--- src/rtl/breakout_pkg.sv ---
// Shared Breakout definitions: screen geometry, coordinate width and the
// ball engine state encoding.
package breakout_pkg;

    localparam int unsigned H_RES   = 640;
    localparam int unsigned V_RES   = 480;
    localparam int unsigned COORD_W = 10;

    typedef enum logic [1:0] {
        StIdle = 2'd0,
        StMove = 2'd1,
        StMiss = 2'd2
    } ball_state_e;

endpackage

--- src/rtl/axis_step.sv ---
// Per-axis position/direction update with reflection off two walls:
// 0 at the low end and HI_LIMIT at the high end.
// Ports:
//   pos_i     current position
//   dir_i     current direction (1 = increasing, 0 = decreasing)
//   en_i      step enable; when low, outputs equal inputs
//   pos_o     next position
//   dir_o     next direction
//   reflect_o a wall was hit on this step
module axis_step #(
    parameter int unsigned STEP     = 2,
    parameter int unsigned HI_LIMIT = 632
) (
    input  logic [breakout_pkg::COORD_W-1:0] pos_i,
    input  logic                             dir_i,
    input  logic                             en_i,
    output logic [breakout_pkg::COORD_W-1:0] pos_o,
    output logic                             dir_o,
    output logic                             reflect_o
);
    import breakout_pkg::*;

    localparam logic [COORD_W:0] StepW = (COORD_W + 1)'(STEP);
    localparam logic [COORD_W:0] HiW   = (COORD_W + 1)'(HI_LIMIT);

    // One extra bit so the sum can never wrap.
    logic [COORD_W:0] pos_ext;
    logic [COORD_W:0] pos_inc;

    assign pos_ext = {1'b0, pos_i};
    assign pos_inc = pos_ext + StepW;

    always_comb begin
        pos_o     = pos_i;
        dir_o     = dir_i;
        reflect_o = 1'b0;
        if (en_i) begin
            if (dir_i) begin
                if (pos_inc >= HiW) begin
                    pos_o     = HiW[COORD_W-1:0];
                    dir_o     = 1'b0;
                    reflect_o = 1'b1;
                end else begin
                    pos_o = pos_inc[COORD_W-1:0];
                end
            end else begin
                if (pos_ext <= StepW) begin
                    pos_o     = '0;
                    dir_o     = 1'b1;
                    reflect_o = 1'b1;
                end else begin
                    pos_o = pos_i - StepW[COORD_W-1:0];
                end
            end
        end
    end

endmodule

--- src/rtl/ball_motion.sv ---
// Tick-driven ball position engine for the Breakout playfield.
// Ports:
//   clk_i       system clock
//   rst_ni      asynchronous active-low reset
//   tick_i      one-cycle frame refresh strobe
//   launch_i    start request (level or pulse), honoured only when idle
//   paddle_x_i  paddle left edge, sampled on tick
//   ball_x_o    ball left edge
//   ball_y_o    ball top edge
//   moving_o    ball in flight
//   bounce_o    one-cycle pulse on any reflection
//   miss_o      one-cycle pulse when the ball leaves past the bottom
module ball_motion #(
    parameter int unsigned H_RES     = breakout_pkg::H_RES,
    parameter int unsigned V_RES     = breakout_pkg::V_RES,
    parameter int unsigned BALL_SIZE = 8,
    parameter int unsigned STEP      = 2,
    parameter int unsigned PADDLE_W  = 64,
    parameter int unsigned PADDLE_Y  = 440,
    parameter int unsigned START_X   = 316,
    parameter int unsigned START_Y   = 300
) (
    input  logic                             clk_i,
    input  logic                             rst_ni,
    input  logic                             tick_i,
    input  logic                             launch_i,
    input  logic [breakout_pkg::COORD_W-1:0] paddle_x_i,
    output logic [breakout_pkg::COORD_W-1:0] ball_x_o,
    output logic [breakout_pkg::COORD_W-1:0] ball_y_o,
    output logic                             moving_o,
    output logic                             bounce_o,
    output logic                             miss_o
);
    import breakout_pkg::*;

    localparam logic [COORD_W-1:0] StartX   = COORD_W'(START_X);
    localparam logic [COORD_W-1:0] StartY   = COORD_W'(START_Y);
    localparam logic [COORD_W-1:0] PaddleTop = COORD_W'(PADDLE_Y - BALL_SIZE);
    localparam logic [COORD_W:0]   SizeW    = (COORD_W + 1)'(BALL_SIZE);
    localparam logic [COORD_W:0]   StepW    = (COORD_W + 1)'(STEP);
    localparam logic [COORD_W:0]   PadYW    = (COORD_W + 1)'(PADDLE_Y);
    localparam logic [COORD_W:0]   PadWW    = (COORD_W + 1)'(PADDLE_W);
    localparam logic [COORD_W:0]   FloorW   = (COORD_W + 1)'(V_RES - BALL_SIZE);

    ball_state_e        state_q, state_d;
    logic [COORD_W-1:0] x_q, x_d, y_q, y_d;
    logic               dx_q, dx_d, dy_q, dy_d; // 1 = right / down
    logic               bounce_q, bounce_d;

    logic [COORD_W-1:0] x_nxt, y_nxt;
    logic               dx_nxt, dy_nxt, x_refl, y_refl;

    axis_step #(
        .STEP     (STEP),
        .HI_LIMIT (H_RES - BALL_SIZE)
    ) u_x_step (
        .pos_i     (x_q),
        .dir_i     (dx_q),
        .en_i      (tick_i),
        .pos_o     (x_nxt),
        .dir_o     (dx_nxt),
        .reflect_o (x_refl)
    );

    // Only the upward (top wall) half of this instance is used; the
    // downward direction is handled by paddle/floor logic below.
    axis_step #(
        .STEP     (STEP),
        .HI_LIMIT (V_RES - BALL_SIZE)
    ) u_y_step (
        .pos_i     (y_q),
        .dir_i     (dy_q),
        .en_i      (tick_i),
        .pos_o     (y_nxt),
        .dir_o     (dy_nxt),
        .reflect_o (y_refl)
    );

    logic [COORD_W:0] x_ext, y_ext, px_ext, y_bot;
    logic             paddle_hit, floor_hit;

    assign x_ext  = {1'b0, x_q};
    assign y_ext  = {1'b0, y_q};
    assign px_ext = {1'b0, paddle_x_i};
    assign y_bot  = y_ext + SizeW;

    // Paddle uses the pre-update x and wins over the floor test.
    assign paddle_hit = dy_q && (y_bot <= PadYW) && (y_bot + StepW >= PadYW) &&
                        (x_ext + SizeW > px_ext) && (x_ext < px_ext + PadWW);
    assign floor_hit  = dy_q && (y_ext + StepW >= FloorW);

    always_comb begin
        state_d  = state_q;
        x_d      = x_q;
        y_d      = y_q;
        dx_d     = dx_q;
        dy_d     = dy_q;
        bounce_d = 1'b0;
        unique case (state_q)
            StIdle: begin
                // A tick arriving with launch only starts flight, no step.
                if (launch_i) begin
                    state_d = StMove;
                    dx_d    = 1'b1;
                    dy_d    = 1'b0;
                end
            end
            StMove: begin
                if (tick_i) begin
                    if (floor_hit && !paddle_hit) begin
                        state_d = StMiss;
                    end else begin
                        x_d  = x_nxt;
                        dx_d = dx_nxt;
                        if (paddle_hit) begin
                            y_d  = PaddleTop;
                            dy_d = 1'b0;
                        end else if (dy_q) begin
                            y_d = y_q + StepW[COORD_W-1:0];
                        end else begin
                            y_d  = y_nxt;
                            dy_d = dy_nxt;
                        end
                        // Corner hits still give a single pulse.
                        bounce_d = x_refl | paddle_hit | (~dy_q & y_refl);
                    end
                end
            end
            StMiss: begin
                state_d = StIdle;
                x_d     = StartX;
                y_d     = StartY;
                dx_d    = 1'b1;
                dy_d    = 1'b0;
            end
            default: state_d = StIdle;
        endcase
    end

    always_ff @(posedge clk_i or negedge rst_ni) begin
        if (!rst_ni) begin
            state_q  <= StIdle;
            x_q      <= StartX;
            y_q      <= StartY;
            dx_q     <= 1'b1;
            dy_q     <= 1'b0;
            bounce_q <= 1'b0;
        end else begin
            state_q  <= state_d;
            x_q      <= x_d;
            y_q      <= y_d;
            dx_q     <= dx_d;
            dy_q     <= dy_d;
            bounce_q <= bounce_d;
        end
    end

    assign ball_x_o = x_q;
    assign ball_y_o = y_q;
    assign bounce_o = bounce_q;
    assign moving_o = (state_q == StMove);
    assign miss_o   = (state_q == StMiss);

endmodule

--- config.mk ---
export PLATFORM = sky130hd
export DESIGN_NAME = ball_motion
export DESIGN_NICKNAME = d
export VERILOG_FILES = /design/src/rtl/breakout_pkg.sv /design/src/rtl/axis_step.sv /design/src/rtl/ball_motion.sv
export SDC_FILE = /design/constraint.sdc
export NUM_CORES = 1
export LEC_CHECK = 0
export BUFFER_PORTS_ARGS = -buffer_cell sky130_fd_sc_hd__buf_2
export CAP_MARGIN = 10
export CORE_MARGIN = 2
export CORE_UTILIZATION = 59
export DETAILED_ROUTE_END_ITERATION = 10
export PLACE_DENSITY = 0.79
export SLEW_MARGIN = 10
export SYNTH_ARGS = -nofsm -noshare
export SYNTH_HDL_FRONTEND = slang
export SYNTH_SLANG_ARGS = --single-unit
--- constraint.sdc ---
create_clock -name clk_i -period 3.6 [get_ports clk_i]
set_input_delay 0.72 -clock clk_i [delete_from_list [all_inputs] [get_ports clk_i]]
set_output_delay 0.72 -clock clk_i [all_outputs]
set_load 0.02 [all_outputs]
==> results of run 1 <==
routing by layer:
metal / GRT usage / wire [um]
met1: 0.393 / 3350
met2: 0.409 / 3200
met3: 0.0230 / 492
met4: 0.0525 / 62
met5: 0 / 0
state kept, by name, summed over array words and instances (netlist names):
| register | flops |
|---|---|
| state_q | 2 |
| dx_q | 1 |
| ball_x_o | 9 |
| ball_y_o | 9 |
| bounce_o | 1 |
| dy_q | 1 |
cell type report:
class,count,area [um^2]
clock buffers,4,45.0
multi-input cells,302,2080
inverters,24,90.1
fillers,442,1570
flip-flops and latches,23,588
repair buffers,46,260
well taps,67,83.8
stage by stage:
| stage | worst slack [ps] | power (W) | instance area (um^2) |
|---|---|---|---|
| floorplan | 257 | 0.00161 | 2910 |
| global placement | 170 | 0.00190 | 3090 |
| detailed placement | 92.2 | 0.00193 | 3090 |
| CTS | 142 | 0.00210 | 3140 |
| global route | 39.3 | 0.00231 | 3150 |
| finish | 211 | 0.00214 | 3150 |
worst max path at each step:
stage	startpoint	end	slack, ps
2_1_floorplan	ball_x_o[3]	ball_y_o[1]	260
4_1_cts	ball_x_o[3]	ball_y_o[3]	140
5_1_grt	ball_x_o[4]	ball_x_o[4]	40
3_5_place_dp	paddle_x_i[2]	ball_y_o[3]	90
6_report	ball_x_o[4]	ball_x_o[4]	210
3_3_place_gp	ball_x_o[3]	ball_x_o[4]	170
timing repair:
item / CTS / global route
hold buffers: 0 / 0
setup endpoints to repair: 0 / 5
buffers inserted: 0 / 2
endpoints found under the hold margin: 0 / 0
layout by cell type, fill, tap and decap left out, drive strengths merged, types with 3 or more instances in the layout:
master    n
a2111oi   4
nand4     4
o22ai     4
nor3      6
a21o      3
inv      24
xor2      4
a211oi    9
a31oi     4
o31ai     3
xnor2    16
and2      7
or4       3
nand2    36
ha       29
nor4      4
nand3    19
o211ai    4
nor2     33
nor2b     9
o21ai    19
buf      46
a221oi    4
and3      6
or2       3
a211o     5
nor3b     3
dfstp    10
a21oi    27
clkbuf    4
dfrtp    13
nand2b    6
worst max-delay path, cell delays in order, from the launching register on:
cell       delay (ps)
dfstp_2           610
ha_1              190
buf_4             160
xor2_1            160
ha_1              240
nand4_1           140
nor2_1             70
a211o_1           330
a2111oi_4         410
nor4_4            130
o21ai_2           210
buf_4             210
nand2_1           140
a221oi_2          280
kinds of logic after synthesis:
family	share of synthesized area
and+or+nand+nor	0.261
AOI/OAI and AO/OA	0.265
buffers and inverters	0.0826
adders and majority gates	0.125
DFF	0.202
xor gates and xnor gates	0.0628
other	0.00129
power groups by stage:
stage	Clock, W	Sequential, W	Combinational [W]
after global placement	0	0.000591	0.00131
after CTS	0.000168	0.000594	0.00134
after detailed placement	0	0.000599	0.00133
after global routing	0.000177	0.000610	0.00153
final	0.000166	0.000592	0.00138
after floorplan	0	0.000566	0.00104
==> flow_metrics.tcl, run 1 <==
set metrics [dict create \
    synth_area_per_cell_um2 7.77 \
    p_int_w 0.00104 \
    clock_skew_ps 6.86 \
    yosys_warnings 0 \
    syn_inst 374 \
    grt_max_degree 24 \
    place.port_buffers 34 \
    diodes 0 \
    row_count 25 \
    min_path_type "in2async" \
    final_nets 443 \
    cts.htree.levels 1 \
    async_flop_share 1.00 \
    leakagePower_nw 1.39 \
    ys_types 74 \
    first_iter_violations 196 \
    core_area_um2 4720 \
    power_frac_clock 0.078 \
    worst_pin_slew_ps 617 \
    syn_area_um2 2910 \
    criticalPathCategory "reg2reg" \
    finalWirelength_um 7110 \
    whs_ps 413 \
    synthTopCellsByCount "nand2_1 (35), nor2_1 (33), ha_1 (29)" \
    dp.cells 460 \
    peakVddDrop_uv 339 \
    rsz0062_at_grt "no" \
    dp_hpwl_um 5260 \
    period_needed_ps 3390 \
    r2r-start "ball_x_o[4]" \
    track_usage 0.261 \
    place_congestion 0.881 \
    ys_seq_area_frac 0.202 \
    die_h_um 74.2 \
    numClockSinks 23 \
    drv_cap 0 \
    required_ps 3790 \
    cp.arrival_ps 3580 \
    die_area_um2 5510 \
    via_per_inst 6.24 \
    post-route-period-util 0.941 \
    p_sw_frac 0.514 \
    synth_top_flop_cell "dfrtp_1" \
    cp-start-kind "flip-flop" \
    first_pass_iters 5 \
    numCtsBuffers 3 \
    netlist.area_leader.share 0.125 \
    cts.repair.resized 0 \
    synthTopCellsByArea "ha_1 (12%), dfrtp_1 (11%), dfstp_2 (9.0%), xnor2_1 (4.8%), a21oi_1 (4.6%)" \
    crit_fanout 11 \
    chipWidth_um 74.2 \
    area_growth_pct 8.35 \
    grt_overflow 0 \
    synthMostInstantiatedCell "nand2_1" \
    vias 2910 \
    p_comb_frac 0.645 \
    cts_buffer_depth 2 \
    antenna_found_initial 0 \
    io_pins 37 \
    start_util 0.616 \
    grt_pass1_vias 2459 \
    setup_viol 0 \
    p_seq_frac 0.277 \
    hold_viol_final 0 \
    clockRootBuffer "clkbuf_8" \
    instances_no_fill 466 \
    cp-end-kind "flip-flop" \
    drive_gt1_frac 0.198 \
    run_status "complete, no violations" \
    clk_latency_ps 270 \
    synth_edf_count 0 \
    clkSlewWorstSetupHoldPaths_ps 90 \
    grt_pass1_wl_um 11400 \
    maxSlewViolCount 0 \
    synth_seq_cells 23 \
    fin_util 0.667 \
    wl_per_cell_um 15.2 \
    max_freq_mhz 295 \
    relSlewSlack 0.578 \
    synth_top_cell_by_area "ha_1" \
    tritoncts "yes" \
    finalSetupTns_ps 0 \
    reg2reg_depth 13 \
    r2r_setup_slack_ps 210 \
    drc 0 \
    p_per_area_nw_per_um2 678 \
    ant_nets 0 \
    r2r_end "ball_x_o[4]" \
    p_sw_w 0.00110 \
]
No activity file was read; power rests on OpenSTA's default activity.
==> run 2, diff against run 1 <==
--- a/config.mk
+++ b/config.mk
@@ -8,10 +8,11 @@
 export BUFFER_PORTS_ARGS = -buffer_cell sky130_fd_sc_hd__buf_2
 export CAP_MARGIN = 10
 export CORE_MARGIN = 2
-export CORE_UTILIZATION = 59
+export CORE_UTILIZATION = 62
 export DETAILED_ROUTE_END_ITERATION = 10
-export PLACE_DENSITY = 0.79
+export PLACE_DENSITY = 0.8
 export SLEW_MARGIN = 10
 export SYNTH_ARGS = -nofsm -noshare
 export SYNTH_HDL_FRONTEND = slang
+export SYNTH_HIERARCHICAL = 1
 export SYNTH_SLANG_ARGS = --single-unit
==> flow_metrics.tcl, run 2 <==
set metrics [dict create \
    netlist.area_leader.share 0.100 \
    place_congestion 0.926 \
    p_per_area_nw_per_um2 682 \
    final_nets 636 \
    numClockSinks 25 \
    chipWidth_um 86.8 \
    run_status "complete, but fails checks" \
    synth_top_cell_by_area "ha_1" \
    setup_viol 0 \
    row_count 30 \
    cp-start-kind "flip-flop" \
    final_cell_mix "nor2_1 (48), nand2_1 (37), buf_2 (36)" \
    start_util 0.632 \
    clkSlewWorstSetupHoldPaths_ps 100 \
    grt_max_degree 26 \
    crit_fanout 12 \
    min_path_type "in2async" \
    die_h_um 86.8 \
    track_usage 0.316 \
    place.port_buffers 36 \
    ys_types 94 \
    required_ps 3780 \
    criticalPathCategory "reg2reg" \
    ant_nets 0 \
    p_sw_frac 0.558 \
    p_sw_w 0.00171 \
    finalSetupTns_ps 0 \
    io_pins 37 \
    wl_per_cell_um 17.7 \
    p_comb_frac 0.726 \
    cp.arrival_ps 3540 \
    mostFrequentLayoutCell "nor2_1" \
    maxSlewViolCount 0 \
    yosys_warnings 6 \
    vias 4566 \
    cp-end-kind "flip-flop" \
    synthMostInstantiatedCell "nor2_1" \
    first_pass_iters 8 \
    die_area_um2 7530 \
    cts_hold_buf 0 \
    place_ws_ps 278 \
    cts_buffer_depth 2 \
    rsz0062_at_grt "no" \
    hold_viol_final 0 \
    syn_area_um2 4250 \
    diodes 0 \
    finalWirelength_um 11800 \
    period_needed_ps 3360 \
    peakVddDrop_uv 414 \
    power_frac_clock 0.056 \
    clock_skew_ps 8.61 \
    grt_pass1_vias 4039 \
    p_int_w 0.00136 \
    synth_seq_cells 25 \
    relSlewSlack 0.445 \
    drv_cap 0 \
    synth_nets 616 \
    cts.repair.resized 0 \
    ys_seq_area_frac 0.150 \
    clk_latency_ps 270 \
    synth_edf_count 0 \
    grt_pass1_wl_um 19600 \
    syn_inst 568 \
    postCtsSetupBuffers 0 \
    core_area_um2 6720 \
    post-route-period-util 0.932 \
    synthTopCellsByArea "ha_1 (10%), dfrtp_1 (8.8%), dfstp_2 (6.2%), nor2_1 (4.2%), nand3_1 (4.1%)" \
    numCtsBuffers 3 \
    grt_overflow 0 \
    async_flop_share 1.00 \
    synthTopCellsByCount "nor2_1 (48), nand2_1 (37), nand3_1 (35)" \
    via_per_inst 6.85 \
    worst_pin_slew_ps 829 \
    drc 1 \
    clockRootBuffer "clkbuf_8" \
    dp_hpwl_um 8640 \
    setup_slack_ps 244 \
    synth_area_per_cell_um2 7.47 \
    synth_top_flop_cell "dfrtp_1" \
    area_growth_pct 6.07 \
    first_iter_violations 367 \
    drive_gt1_frac 0.179 \
    cts.htree.levels 1 \
    p_seq_frac 0.218 \
    violations "design-rule violations" \
    leakagePower_nw 1.90 \
    antenna_found_initial 0 \
    max_freq_mhz 298 \
    tritoncts "yes" \
]
[run 2: changes by cell type in the layout (fill, tap and decap cells not counted), moves of 7 or more]
cell	previous run	this run
buf_4	12	20
o31ai_1	3	10
o21ai_0	13	27
a22oi_1	2	10
nor2_1	33	48
o21ai_1	5	12
nor3_1	6	22
nand3_1	19	35
nor4_1	1	8
nand2b_1	5	17
and3_1	5	14
[run 2: cell families (layout without fill, tap and decap cells)]
kind of cell / after synthesis / after routing / synth area share
DFF: 25 / 25 / 0.150
muxes: 7 / 7 / 0.0189
xor gates and xnor gates: 19 / 19 / 0.0392
AOI/OAI and AO/OA: 183 / 183 / 0.324
and+or+nand+nor: 229 / 229 / 0.289
adders and majority gates: 34 / 34 / 0.100
buffers and inverters: 71 / 90 / 0.0781
[run 2: per-stage QoR]
stage / utilization / instance area [um^2] / total power, W / instances / hold WS [ps]
after floorplan: - / 4250 / 0.00232 / 568 / 424
after global placement: 0.663 / 4460 / 0.00278 / 663 / 534
after detailed placement: 0.663 / 4460 / 0.00284 / 663 / 554
after CTS: 0.670 / 4500 / 0.00302 / 667 / 451
after global routing: 0.670 / 4500 / 0.00331 / 667 / 478
final: 0.670 / 4500 / 0.00307 / 667 / 432
[run 2: critical path: stages (launching register included)]
cell and delay, ps:
dfstp_2 650, inv_1 120, ha_1 360, or4_1 520
o21ai_1 170, nor2_1 70, o31ai_2 200, o211ai_2 120
buf_4 170, a311oi_4 380, nor2_2 210, o31ai_1 280
[run 2: final cells by class]
| cell class | count | area (um^2) |
|---|---|---|
| clock buffer | 3 | 41.3 |
| multi-input combinational | 472 | 3280 |
| tap | 80 | 100 |
| sequential | 25 | 638 |
| fill | 591 | 2220 |
| inverter | 30 | 113 |
| clock inverter | 1 | 5.00 |
| timing repair buffer | 56 | 330 |
[run 2: final timing paths]
check | startpoint | end | slack, ps | depth (start not counted)
worst max-delay path | ball_y_o[3] | ball_y_o[7] | 240 | 11
worst min-delay path | rst_ni | ball_y_o[9] | 430 | 1
worst max register to register | ball_y_o[3] | ball_y_o[7] | 240 | 11
worst min register to register | state_q[1] | state_q[1] | 570 | 1
max in group asynchronous | rst_ni | ball_y_o[8] | 2780 | 1
min in group clk_i | state_q[1] | state_q[1] | 570 | 1
[run 2: power groups by stage]
stage	logic, W	clock network (W)	registers, W
2_1_floorplan	0.00166	0	0.000657
3_3_place_gp	0.00212	0	0.000659
3_5_place_dp	0.00217	0	0.000664
4_1_cts	0.00218	0.000173	0.000661
5_1_grt	0.00244	0.000179	0.000697
6_report	0.00223	0.000171	0.000669
[run 2: per-layer routing]
metal,global-route usage,wire [um],up-vias
met1,0.429,4990,2139
met2,0.538,5690,232
met4,0.0966,274,0
met5,0,0,-
met3,0.0219,831,30
li1,-,-,2165
